### src/rtl/ram_arbiter_if.sv
`default_nettype none
// ============================================================================
// Module      : ram_arbiter_if
// Description : Two-master request/grant/read-response bus presented to the
//               RAM arbiter. The masters drive requests and write data; the
//               arbiter returns grants and read responses.
// Revision    : 1.0 - initial release
// ============================================================================
interface ram_arbiter_if #(
  parameter int DW = 32,
  parameter int AW = 12
);
  // Master 0 (core LSU)
  logic          m0_req;
  logic          m0_we;
  logic [AW-1:0] m0_addr;
  logic [DW-1:0] m0_wdata;
  logic          m0_gnt;
  logic          m0_rvalid;
  logic [DW-1:0] m0_rdata;
  // Master 1 (debug loader)
  logic          m1_req;
  logic          m1_we;
  logic [AW-1:0] m1_addr;
  logic [DW-1:0] m1_wdata;
  logic          m1_gnt;
  logic          m1_rvalid;
  logic [DW-1:0] m1_rdata;

  // Arbiter side
  modport slave (
    input  m0_req, m0_we, m0_addr, m0_wdata,
    input  m1_req, m1_we, m1_addr, m1_wdata,
    output m0_gnt, m0_rvalid, m0_rdata,
    output m1_gnt, m1_rvalid, m1_rdata
  );

  // Requester side
  modport master (
    output m0_req, m0_we, m0_addr, m0_wdata,
    output m1_req, m1_we, m1_addr, m1_wdata,
    input  m0_gnt, m0_rvalid, m0_rdata,
    input  m1_gnt, m1_rvalid, m1_rdata
  );
endinterface
`default_nettype wire

### src/rtl/ram_arbiter.sv
`default_nettype none
// ============================================================================
// Module      : ram_arbiter
// Description : Two-master arbiter for a simple dual-port RAM (one write port,
//               one read port). Each port is arbitrated independently with
//               round-robin on contention. Grants are combinational; read data
//               returns one cycle after grant, with write-to-read bypass when
//               both ports hit the same address in the same cycle.
// Revision    : 1.0 - initial release
// ============================================================================
module ram_arbiter #(
  parameter int DW = 32,
  parameter int AW = 12
) (
  input  logic          clk,
  input  logic          rst_n,
  ram_arbiter_if.slave  bus,
  // RAM write port
  output logic          ram_w_en_o,
  output logic [AW-1:0] ram_w_addr_o,
  output logic [DW-1:0] ram_w_data_o,
  // RAM read port
  output logic          ram_r_en_o,
  output logic [AW-1:0] ram_r_addr_o,
  input  logic [DW-1:0] ram_r_data_i
);

  // Per-port candidates; reset forces every candidate low so nothing is granted
  logic wr_cand0_w, wr_cand1_w, rd_cand0_w, rd_cand1_w;
  logic wr_any_w, rd_any_w;
  logic wr_sel_w, rd_sel_w;   // granted master index per port

  // Round-robin history, read-response tracking and bypass storage
  logic          wr_last_q, wr_last_d;
  logic          rd_last_q, rd_last_d;
  logic          owner_q, owner_d;
  logic          rvalid_q, rvalid_d;
  logic          byp_q, byp_d;
  logic [DW-1:0] byp_data_q, byp_data_d;

  assign wr_cand0_w = rst_n & bus.m0_req &  bus.m0_we;
  assign wr_cand1_w = rst_n & bus.m1_req &  bus.m1_we;
  assign rd_cand0_w = rst_n & bus.m0_req & ~bus.m0_we;
  assign rd_cand1_w = rst_n & bus.m1_req & ~bus.m1_we;

  assign wr_any_w = wr_cand0_w | wr_cand1_w;
  assign rd_any_w = rd_cand0_w | rd_cand1_w;

  // On contention the master that did not win last time gets the port;
  // otherwise the sole candidate (index defaults to 0 when idle).
  assign wr_sel_w = (wr_cand0_w & wr_cand1_w) ? ~wr_last_q : wr_cand1_w;
  assign rd_sel_w = (rd_cand0_w & rd_cand1_w) ? ~rd_last_q : rd_cand1_w;

  // A master's we selects exactly one port, so it can hold at most one grant
  assign bus.m0_gnt = (wr_any_w & ~wr_sel_w) | (rd_any_w & ~rd_sel_w);
  assign bus.m1_gnt = (wr_any_w &  wr_sel_w) | (rd_any_w &  rd_sel_w);

  // RAM port drive: granted master, else master 0 so the muxes never latch
  assign ram_w_en_o   = wr_any_w;
  assign ram_w_addr_o = (wr_any_w & wr_sel_w) ? bus.m1_addr  : bus.m0_addr;
  assign ram_w_data_o = (wr_any_w & wr_sel_w) ? bus.m1_wdata : bus.m0_wdata;
  assign ram_r_en_o   = rd_any_w;
  assign ram_r_addr_o = (rd_any_w & rd_sel_w) ? bus.m1_addr  : bus.m0_addr;

  // Read response is routed to the registered owner only
  assign bus.m0_rvalid = rvalid_q & ~owner_q;
  assign bus.m1_rvalid = rvalid_q &  owner_q;
  assign bus.m0_rdata  = byp_q ? byp_data_q : ram_r_data_i;
  assign bus.m1_rdata  = byp_q ? byp_data_q : ram_r_data_i;

  // Next-state: history follows each grant; read tracking rewritten every read
  always_comb begin
    wr_last_d  = wr_last_q;
    rd_last_d  = rd_last_q;
    owner_d    = owner_q;
    rvalid_d   = rd_any_w;
    byp_d      = byp_q;
    byp_data_d = byp_data_q;
    if (wr_any_w) begin
      wr_last_d = wr_sel_w;
    end
    if (rd_any_w) begin
      rd_last_d  = rd_sel_w;
      owner_d    = rd_sel_w;
      // Same-address write this cycle: RAM would return stale data next cycle
      byp_d      = wr_any_w && (ram_w_addr_o == ram_r_addr_o);
      byp_data_d = ram_w_data_o;
    end
  end

  // State registers; reset makes master 0 win the first contention on each port
  always_ff @(posedge clk or negedge rst_n) begin
    if (!rst_n) begin
      wr_last_q  <= 1'b1;
      rd_last_q  <= 1'b1;
      owner_q    <= 1'b0;
      rvalid_q   <= 1'b0;
      byp_q      <= 1'b0;
      byp_data_q <= '0;
    end else begin
      wr_last_q  <= wr_last_d;
      rd_last_q  <= rd_last_d;
      owner_q    <= owner_d;
      rvalid_q   <= rvalid_d;
      byp_q      <= byp_d;
      byp_data_q <= byp_data_d;
    end
  end

endmodule
`default_nettype wire

### src/flat_wrapper.sv
// flat-port wrapper written by rule: the top's interface ports become plain ports
module ram_arbiter_flat 
#(
  parameter int DW = 32,
  parameter int AW = 12
)
  (clk, rst_n, ram_w_en_o, ram_w_addr_o, ram_w_data_o, ram_r_en_o, ram_r_addr_o, ram_r_data_i, bus_m0_req, bus_m0_we, bus_m0_addr, bus_m0_wdata, bus_m1_req, bus_m1_we, bus_m1_addr, bus_m1_wdata, bus_m0_gnt, bus_m0_rvalid, bus_m0_rdata, bus_m1_gnt, bus_m1_rvalid, bus_m1_rdata);
  ram_arbiter_if #(.DW(DW), .AW(AW)) bus_i ();
  input  logic clk;
  input  logic rst_n;
  output logic ram_w_en_o;
  output logic [AW-1:0] ram_w_addr_o;
  output logic [DW-1:0] ram_w_data_o;
  output logic ram_r_en_o;
  output logic [AW-1:0] ram_r_addr_o;
  input  logic [DW-1:0] ram_r_data_i;
  input wire logic [$bits(bus_i.m0_req)-1:0] bus_m0_req;
  input wire logic [$bits(bus_i.m0_we)-1:0] bus_m0_we;
  input wire logic [$bits(bus_i.m0_addr)-1:0] bus_m0_addr;
  input wire logic [$bits(bus_i.m0_wdata)-1:0] bus_m0_wdata;
  input wire logic [$bits(bus_i.m1_req)-1:0] bus_m1_req;
  input wire logic [$bits(bus_i.m1_we)-1:0] bus_m1_we;
  input wire logic [$bits(bus_i.m1_addr)-1:0] bus_m1_addr;
  input wire logic [$bits(bus_i.m1_wdata)-1:0] bus_m1_wdata;
  output wire logic [$bits(bus_i.m0_gnt)-1:0] bus_m0_gnt;
  output wire logic [$bits(bus_i.m0_rvalid)-1:0] bus_m0_rvalid;
  output wire logic [$bits(bus_i.m0_rdata)-1:0] bus_m0_rdata;
  output wire logic [$bits(bus_i.m1_gnt)-1:0] bus_m1_gnt;
  output wire logic [$bits(bus_i.m1_rvalid)-1:0] bus_m1_rvalid;
  output wire logic [$bits(bus_i.m1_rdata)-1:0] bus_m1_rdata;
  assign bus_i.m0_req = bus_m0_req;
  assign bus_i.m0_we = bus_m0_we;
  assign bus_i.m0_addr = bus_m0_addr;
  assign bus_i.m0_wdata = bus_m0_wdata;
  assign bus_i.m1_req = bus_m1_req;
  assign bus_i.m1_we = bus_m1_we;
  assign bus_i.m1_addr = bus_m1_addr;
  assign bus_i.m1_wdata = bus_m1_wdata;
  assign bus_m0_gnt = bus_i.m0_gnt;
  assign bus_m0_rvalid = bus_i.m0_rvalid;
  assign bus_m0_rdata = bus_i.m0_rdata;
  assign bus_m1_gnt = bus_i.m1_gnt;
  assign bus_m1_rvalid = bus_i.m1_rvalid;
  assign bus_m1_rdata = bus_i.m1_rdata;
  ram_arbiter #(.DW(DW), .AW(AW)) u_core (.clk(clk), .rst_n(rst_n), .bus(bus_i), .ram_w_en_o(ram_w_en_o), .ram_w_addr_o(ram_w_addr_o), .ram_w_data_o(ram_w_data_o), .ram_r_en_o(ram_r_en_o), .ram_r_addr_o(ram_r_addr_o), .ram_r_data_i(ram_r_data_i));
endmodule
### config.mk
export PLATFORM = sky130hd
export DESIGN_NAME = ram_arbiter_flat
export DESIGN_NICKNAME = d
export VERILOG_FILES = /design/src/rtl/ram_arbiter_if.sv /design/src/rtl/ram_arbiter.sv /design/src/flat_wrapper.sv
export SDC_FILE = /design/constraint.sdc
export NUM_CORES = 1
export LEC_CHECK = 0
export BUFFER_PORTS_ARGS = -buffer_cell sky130_fd_sc_hd__buf_4
export CAP_MARGIN = 15
export CORE_AREA = 2 2 97 99
export CTS_BUF_LIST = sky130_fd_sc_hd__clkbuf_8 sky130_fd_sc_hd__clkbuf_16
export DETAILED_ROUTE_END_ITERATION = 7
export DIE_AREA = 0 0 99 101
export GPL_TIMING_DRIVEN = 0
export PLACE_DENSITY = 0.74
export REMOVE_ABC_BUFFERS = 1
export SYNTH_ARGS = -nofsm -noshare
export SYNTH_HDL_FRONTEND = slang
export SYNTH_SLANG_ARGS = --single-unit
### constraint.sdc
create_clock -name clk -period 2.75 [get_ports clk]
set_clock_uncertainty 0.05 [all_clocks]
set_input_delay 0 -clock clk [delete_from_list [all_inputs] [get_ports clk]]
set_output_delay 0 -clock clk [all_outputs]
set_load 0.01 [all_outputs]
=== Word level (Yosys, flattened, before mapping) ===
Cells that the tools add are included.

* Bits in registers: 37
* Bits in latches: 0
* Bits in writable memories: 0
* ROM bits: 0
* Bits of input ports: 126
* Output and inout bits: 126
* Logic and storage cells: 39
* Memories: 0

* Add/sub/neg operators: 0
* $mul: 0
* Divide/modulo/power cells: 0
* $lt $le $gt $ge: 0
* Eq/ne operators: 1
* Shift-type cells: 0
* Mux-type cells: 6
* Bitwise logic cells: 25
* Reductions and logical operators: 1

{| class="wikitable"
|+ Operators with widths
! cell !! number
|-
| $mux W32 || 2
|-
| $mux W12 || 2
|-
| $and A1 B1 Y1 || 14
|-
| $eq A12 B12 Y1 || 1
|-
| $not A1 Y1 || 7
|-
| $or A1 B1 Y1 || 4
|-
| $mux W1 || 2
|-
| $logic_and A1 B1 Y1 || 1
|}

=== Logic depth before layout (Yosys ltp) ===
Gate-level depths: netlist of run 1.

* Word-level depth: 8
* Depth in mapped cells: 7
* Mapped depth without buffers: 5

=== Least setup slack after synthesis of run 1 ===
Ideal clock, no wire load.

* Path type: register to register
* From: register u_core.wr_last_q
* To: register u_core.byp_data_q[10]
* Setup time: 0.117 ns
* Arrival time: 1.495 ns
* Required time: 2.583 ns
* Slack: 1.088 ns
* Cell stages (with the launch flop): 7
* Buffers on the path: 1
* Clock period less this slack: 1.662 ns
* Cell sequence: dfstp_2 > nand3_1 > nand4_1 > buf_2 > mux2_2 > nand2_1 > nand2_1

* Longest elaborated chain between the ends: 4

{| class="wikitable"
|+ RTL lines
! what !! RTL line !! text
|-
| start: declaration || ram_arbiter.sv:34 || <nowiki>logic wr_last_q, wr_last_d;</nowiki>
|-
| start signal: assignment || ram_arbiter.sv:101 || <nowiki>wr_last_q <= wr_last_d;</nowiki>
|-
| $not A1 Y1 || ram_arbiter.sv:51 || <nowiki>assign wr_sel_w = (wr_cand0_w & wr_cand1_w) ? ~wr_last_q : wr_cand1_w;</nowiki>
|-
| $mux W1 || ram_arbiter.sv:51 ||
|-
| $and A1 B1 Y1 || ram_arbiter.sv:61 || <nowiki>assign ram_w_data_o = (wr_any_w & wr_sel_w) ? bus.m1_wdata : bus.m0_wdata;</nowiki>
|-
| $mux W32 || ram_arbiter.sv:61 ||
|-
| named net ram_w_data_o[10] || flat_wrapper.sv:13 || <nowiki>output logic [DW-1:0] ram_w_data_o;</nowiki>
|-
| end signal: assignment || ram_arbiter.sv:106 || <nowiki>byp_data_q <= byp_data_d;</nowiki>
|-
| end: declaration || ram_arbiter.sv:39 || <nowiki>logic [DW-1:0] byp_data_q, byp_data_d;</nowiki>
|}

The timed path passes the listed nets, and every way through them passes these cells.
A chain may end at the register's enable or synchronous reset.

=== Final worst setup path of run 1 ===
* From: input bus_m0_req
* To: output ram_w_data_o[22]

* Longest elaborated chain between the ends: 6
* Elaborated cells on any way between the ends: 7
* Classes of those cells: mux: 2; bitwise: 5

{| class="wikitable"
|+ RTL lines
! what !! RTL line !! text
|-
| start: declaration || flat_wrapper.sv:17 || <nowiki>input wire logic [$bits(bus_i.m0_req)-1:0] bus_m0_req;</nowiki>
|-
| $and A1 B1 Y1 (*) (2 in a row) || ram_arbiter.sv:41 || <nowiki>assign wr_cand0_w = rst_n & bus.m0_req & bus.m0_we;</nowiki>
|-
| $and A1 B1 Y1 || ram_arbiter.sv:51 ||
|-
| $mux W1 || ram_arbiter.sv:51 ||
|-
| $and A1 B1 Y1 (*) || ram_arbiter.sv:61 ||
|-
| $mux W32 (*) || ram_arbiter.sv:61 ||
|-
| end: declaration || flat_wrapper.sv:13 ||
|}

Every way passes the cells marked *; elsewhere a longest branch is shown, timed or not.

==> results.py, run 1 <==
metrics = {
    "outcome": {
        "status": "finished clean",
    },
    "timing": {
        "hold_violations": 0,
        "min_period_over_period_pct": 93.9,
        "slew_violations": 0,
        "worst_pin_slew_ps": 1010,
        "final.min_clock_period_ps": 2580,
        "fmax_mhz": 387,
        "holdWs_ps": 10.2,
        "setup_viol": 0,
        "maxSlewHeadroom_pct": 32.5,
        "rsz0062_at_grt": "false",
    },
    "setup_path": {
        "endpoint_kind": "primary output",
        "reg2reg_setup_slack_ps": 390,
        "reg2reg_to": "u_core.byp_data_q[22]",
        "startpoint_type": "primary input",
        "cp_max_fo": 20,
        "arrival_ps": 2530,
        "worstPathRequired_ps": 2700,
        "rr_worst_depth": 6,
        "r2r_start": "u_core.wr_last_q",
        "setup.worst_path.class": "in2out",
    },
    "global_routing": {
        "grtUsageTotal_pct": 19.5,
        "grt.overflow.total": 0,
        "grt_pass1_vias": 3130,
        "antenna_found_initial": 0,
        "grt_max_degree": 36,
        "grt_pass1_wl_um": 15600,
    },
    "logic_synthesis": {
        "async_flop_share_pct": 100,
        "synth.distinct_cells": 32,
        "syn_avg_cell_area_um2": 8.88,
        "synth_area_um2": 2910,
        "ys_warn_count": 0,
        "ys.flop_type": "dfrtp_1",
        "synth.yosys.seq_area_share_pct": 31.9,
        "ys_seq_elements": 37,
        "syn_inst": 328,
        "synth-edff-count": 0,
    },
    "placed_design": {
        "hpwl_um": 8180,
        "finalWeightedCongestion": 0.799,
        "portBuffers": 251,
    },
    "drt": {
        "wire_per_inst_um": 15.6,
        "drc": 0,
        "firstDrtPassIters": 4,
        "vias": 3125,
        "drt_iter0_drc": 63,
        "final_antenna_net_count": 0,
        "routed_via_density": 4.72,
        "routed_wl_um": 10400,
    },
    "pwr": {
        "finalPower_mw": 2.14,
        "p_sw_share_pct": 31.0,
        "vdd_ir_drop_max_uv": 267,
        "p_leak_nw": 2.57,
        "p_clk_share_pct": 22.7,
        "sequentialPowerShare_pct": 32.8,
        "power_density_nw_per_um2": 434,
        "switching_power_uw": 665,
        "comb_power_share_pct": 44.5,
        "intPower_mw": 1.48,
    },
    "clocking": {
        "clkSinkCount": 37,
        "clockRootBuffer": "clkbuf_8",
        "insertion_delay_ps": 280,
        "htree_levels": 2,
        "cts_made_buffers": 5,
        "path_clk_slew_ps": 70,
        "cts_setup_buffers": 0,
        "clock_path_buffers": 2,
        "cts_tree": "built",
    },
    "job": {
        "maxCapViolCount": 0,
    },
    "cells_and_area": {
        "fillers": 799,
        "drive_gt1_share_pct": 63.5,
        "layout.nets": 676,
        "regArea_um2": 928,
        "n_antenna_cell": 0,
        "area_growth_pct": 69.7,
        "multiInputGateArea_um2": 1650,
    },
    "die": {
        "start_util_pct": 32.4,
        "core_um2": 8980,
        "die_w_um": 99,
        "die_area_um2": 10000,
        "fp.dieH_um": 101,
        "io_pins": 252,
        "rows": 35,
    },
    "min_path": {
        "whs_endpoint": "u_core.byp_data_q[3]",
        "min_from": "bus_m0_wdata[3]",
        "min_path_type": "in2reg",
        "holdPathStages": 4,
    },
}
-- cell type report --
cell class,count,area share (%)
timing repair buffer,266,42.3
multi-input combinational,235,33.3
sequential,37,18.8
tap,111,2.81
clock buffer,6,1.67
clock inverter,2,0.759
inverter,5,0.380
-- critical path, stage by stage --
cell	delay, ps
dlygate4sd3_1	540
buf_4	150
nand3_1	70
nand4_1	790
buf_8	480
mux2_2	330
buf_4	160
-- metal layers --
| metal | GRT usage, % | wire length (um) | up-vias |
|---|---|---|---|
| li1 | - | - | 1516 |
| met1 | 22.9 | 3840 | 1472 |
| met2 | 37.6 | 5850 | 126 |
| met3 | 2.70 | 579 | 11 |
| met4 | 4.11 | 94 | 0 |
| met5 | 0 | 0 | - |
-- repair_timing --
item / 4_1_cts / 5_1_grt
resized for setup: 0 / 0
endpoints found under the hold margin: 39 / 1
hold buffers: 10 / 1
-- worst max path at each step --
stage                                 end        startpoint  slack [ps]
floorplan           u_core.byp_data_q[31]  u_core.wr_last_q        -120
global route             ram_w_data_o[22]             rst_n           7
global placement    u_core.byp_data_q[22]             rst_n       -1210
CTS                      ram_w_data_o[22]        bus_m0_req         150
detailed placement  u_core.byp_data_q[22]             rst_n         220
finish                   ram_w_data_o[22]        bus_m0_req         170
-- per-stage QoR --
stage | setup slack, ps | util [%] | instance area [um^2] | setup TNS [ps] | instances
after floorplan | -123 | - | 2590 | -3720 | 277
after global placement | -1210 | 51.4 | 4610 | -88790 | 639
after detailed placement | 220 | 52.4 | 4700 | 0 | 643
after CTS | 155 | 55.0 | 4930 | 0 | 661
after global routing | 7.22 | 55.1 | 4940 | 0 | 662
final | 168 | 55.1 | 4940 | 0 | 662
-- synthesized netlist by cell type, drive strengths merged, types with 2 or more instances --
cell | number | area share, %
nand2 | 109 | 14
mux2 | 82 | 32
buf | 40 | 9.6
dfrtp | 35 | 30
clkbuf | 11 | 1.4
o21ai | 8 | 1.4
xnor2 | 8 | 2.4
inv | 5 | 0.64
nor2b | 5 | 1.1
nand3 | 3 | 0.52
dfstp | 2 | 1.8
o221ai | 2 | 0.60
xor2 | 2 | 0.60
-- cells by family (layout without fill, tap and decap cells) --
kind of cell | count (synthesis) | after routing | share of synthesized area (%)
AO/OA/AOI/OAI | 21 | 21 | 5.07
multiplexers | 82 | 82 | 31.7
AND/OR/NAND/NOR | 122 | 122 | 16.7
flip-flops | 37 | 37 | 31.9
buffers and inverters | 56 | 279 | 11.7
XOR/XNOR | 10 | 10 | 3.01
-- cell usage in the layout (no fill, tap or decap), types with 2 or more instances in the layout --
cell type	synthesis	layout
buf_16	0	2
buf_4	32	251
buf_8	0	2
clkbuf_8	0	6
dfrtp_1	35	35
dfstp_2	2	2
dlygate4sd3_1	0	10
inv_1	4	4
mux2_2	82	82
nand2_1	109	109
nand3_1	3	3
nor2b_1	5	5
o21ai_0	6	6
o221ai_1	2	2
xnor2_1	8	8
xor2_1	2	2
-- power by group through the flow --
stage	Clock, mW	Combinational (mW)	Sequential, mW
after global placement	0	0.886	0.720
after CTS	0.507	0.958	0.704
final	0.487	0.953	0.704
after global routing	0.531	1.03	0.716
after detailed placement	0	0.933	0.712
after floorplan	0	0.403	0.697
-- registers in the layout (all words and copies together) (netlist names) --
| signal | flops |
|---|---|
| u_core.wr_last_q | 1 |
| u_core.owner_q | 1 |
| u_core.rvalid_q | 1 |
| u_core.byp_data_q | 32 |
| u_core.byp_q | 1 |
| u_core.rd_last_q | 1 |
No activity file was read; power rests on OpenSTA's default activity.
==> run 2: changes to the inputs <==
==> constraint.sdc (replaced) <==
create_clock -name clk -period 2.75 [get_ports clk]
set_clock_uncertainty 0.05 [all_clocks]
set_input_delay 0.4125 -clock clk [delete_from_list [all_inputs] [get_ports clk]]
set_output_delay 0.4125 -clock clk [all_outputs]
set_load 0.01 [all_outputs]
==> run 2 against run 1 <==
Global-route usage fell by 0.35 points; wire length decreased by 2.1%; the run now ends with negative hold slack left; via count shrank 1.9%; final cell count down 1.1%; first-iteration DRC count is 4.8% higher; critical endpoint is now bus_m0_gnt; count of clock-buffer cells in the layout unchanged; die area stayed put; total power decreased by 0.94%; highest routed layer unchanged; flip-flop and latch count unchanged; core utilization shrank 0.95 points; combinational power fell by 2.3%.
==> results.py, run 2 (synthesized netlist as in run 1, its figures left out) <==
metrics = {
    "global_routing": {
        "grtUsageTotal_pct": 19.2,
        "grt_pass1_vias": 3048,
        "grt.overflow.total": 0,
        "grt_max_degree": 46,
        "grt_pass1_wl_um": 15300,
        "antenna_found_initial": 0,
    },
    "placed_design": {
        "dpl_worst_slack_ps": -509,
        "place_inst": 643,
        "portBuffers": 251,
        "finalWeightedCongestion": 0.799,
        "hpwl_um": 8180,
    },
    "die": {
        "start_util_pct": 32.4,
        "rows": 35,
        "die_w_um": 99,
        "core_um2": 8980,
        "fp.dieH_um": 101,
        "die_area_um2": 10000,
        "io_pins": 252,
    },
    "setup_path": {
        "reg2reg_to": "u_core.byp_data_q[5]",
        "worstPathRequired_ps": 2290,
        "crit_end": "bus_m0_gnt",
        "reg2reg_setup_slack_ps": 930,
        "r2r_start": "u_core.wr_last_q",
        "endpoint_kind": "primary output",
        "rr_worst_depth": 7,
        "startpoint_type": "primary input",
        "cp_max_fo": 35,
        "arrival_ps": 2110,
        "critPathLaunch": "bus_m0_req",
        "setup.worst_path.class": "in2out",
    },
    "cells_and_area": {
        "final_common_cell": "buf_4",
        "largest_reg_flops": 32,
        "area_growth_pct": 66.8,
        "drive_gt1_share_pct": 64.7,
        "fillers": 812,
        "regMostFlops": "u_core.byp_data_q",
        "stdcell_count": 655,
        "regArea_um2": 928,
        "n_antenna_cell": 0,
        "layout.nets": 669,
        "multiInputGateArea_um2": 1650,
        "layout_common_cells": "buf_4, nand2_1, mux2_2",
    },
    "clocking": {
        "insertion_delay_ps": 280,
        "cts_tree": "built",
        "htree_levels": 2,
        "postCtsHoldBufs": 0,
        "path_clk_slew_ps": 70,
        "cts_made_buffers": 5,
        "clkSinkCount": 37,
        "clockRootBuffer": "clkbuf_8",
        "clock_path_buffers": 2,
    },
    "job": {
        "maxCapViolCount": 0,
    },
    "timing": {
        "min_period_over_period_pct": 93.4,
        "fmax_mhz": 389,
        "worst_pin_slew_ps": 828,
        "rsz0062_at_grt": "false",
        "slew_violations": 0,
        "setup_slack_ps": 181,
        "final.min_clock_period_ps": 2570,
        "hold_violations": 28,
        "setup_viol": 0,
        "maxSlewHeadroom_pct": 44.8,
        "holdWs_ps": -14.4,
    },
    "drt": {
        "drc": 0,
        "vias": 3066,
        "routed_via_density": 4.68,
        "final_antenna_net_count": 0,
        "routed_wl_um": 10100,
        "wire_per_inst_um": 15.5,
        "firstDrtPassIters": 4,
        "drt_iter0_drc": 66,
    },
    "pwr": {
        "power_density_nw_per_um2": 437,
        "vdd_ir_drop_max_uv": 280,
        "p_leak_nw": 2.54,
    },
    "outcome": {
        "failed_checks": "negative hold slack",
        "status": "finished, violations left",
    },
    "min_path": {
        "min_path_type": "in2async",
    },
}
## run 2: per-layer routing
metal	routed length, um	GRT usage (%)	vias up
met5	0	0	-
met4	84	4.00	0
met3	578	2.77	10
met2	5650	35.9	123
met1	3830	23.3	1435
li1	-	-	1498
## run 2: repair_timing
| action | in CTS | in global routing |
|---|---|---|
| endpoints found under the setup margin | 45 | 14 |
| pin swaps | 1 | 0 |
| endpoints found under the hold margin | 0 | 0 |
| resized for setup | 0 | 3 |
| cloned | 1 | 0 |
| setup buffers | 3 | 0 |
## run 2: how the worst min path moves through the flow
stage	startpoint	end	slack, ps	depth (start not counted)
3_3_place_gp	rst_n	u_core.byp_data_q[3]	370	1
6_report	rst_n	u_core.byp_data_q[3]	-10	1
4_1_cts	rst_n	u_core.byp_data_q[13]	70	1
3_5_place_dp	rst_n	u_core.byp_data_q[3]	380	1
5_1_grt	rst_n	u_core.byp_data_q[11]	3	1
2_1_floorplan	rst_n	u_core.byp_data_q[0]	70	0
## run 2: stage by stage
step	cell area, um^2	utilization (%)	power, mW	TNS (ps)
5_1_grt	4860	54.1	2.25	0
3_3_place_gp	4610	51.4	1.61	-141590
4_1_cts	4850	54.0	2.15	0
3_5_place_dp	4700	52.4	1.64	-24080
6_report	4860	54.1	2.12	0
2_1_floorplan	2590	-	1.10	-20560
## run 2: where the power goes
| part | switching [mW] | internal, mW |
|---|---|---|
| registers | 0.0637 | 0.640 |
| clock network | 0.193 | 0.295 |
| logic | 0.404 | 0.527 |
## run 2: worst max-delay path, stage by stage
cell	delay [ps]
buf_4	130
nor2b_1	160
o21ai_2	670
inv_4	310
a22o_1	270
buf_4	140
## run 2: area by class of cell
| type | count | share of cell area [%] |
|---|---|---|
| Clock buffer | 6 | 1.70 |
| Clock inverter | 2 | 0.773 |
| Inverter | 5 | 0.438 |
| Sequential cell | 37 | 19.1 |
| Multi-Input combinational cell | 236 | 34.0 |
| Tap cell | 111 | 2.86 |
| Timing Repair Buffer | 258 | 41.1 |
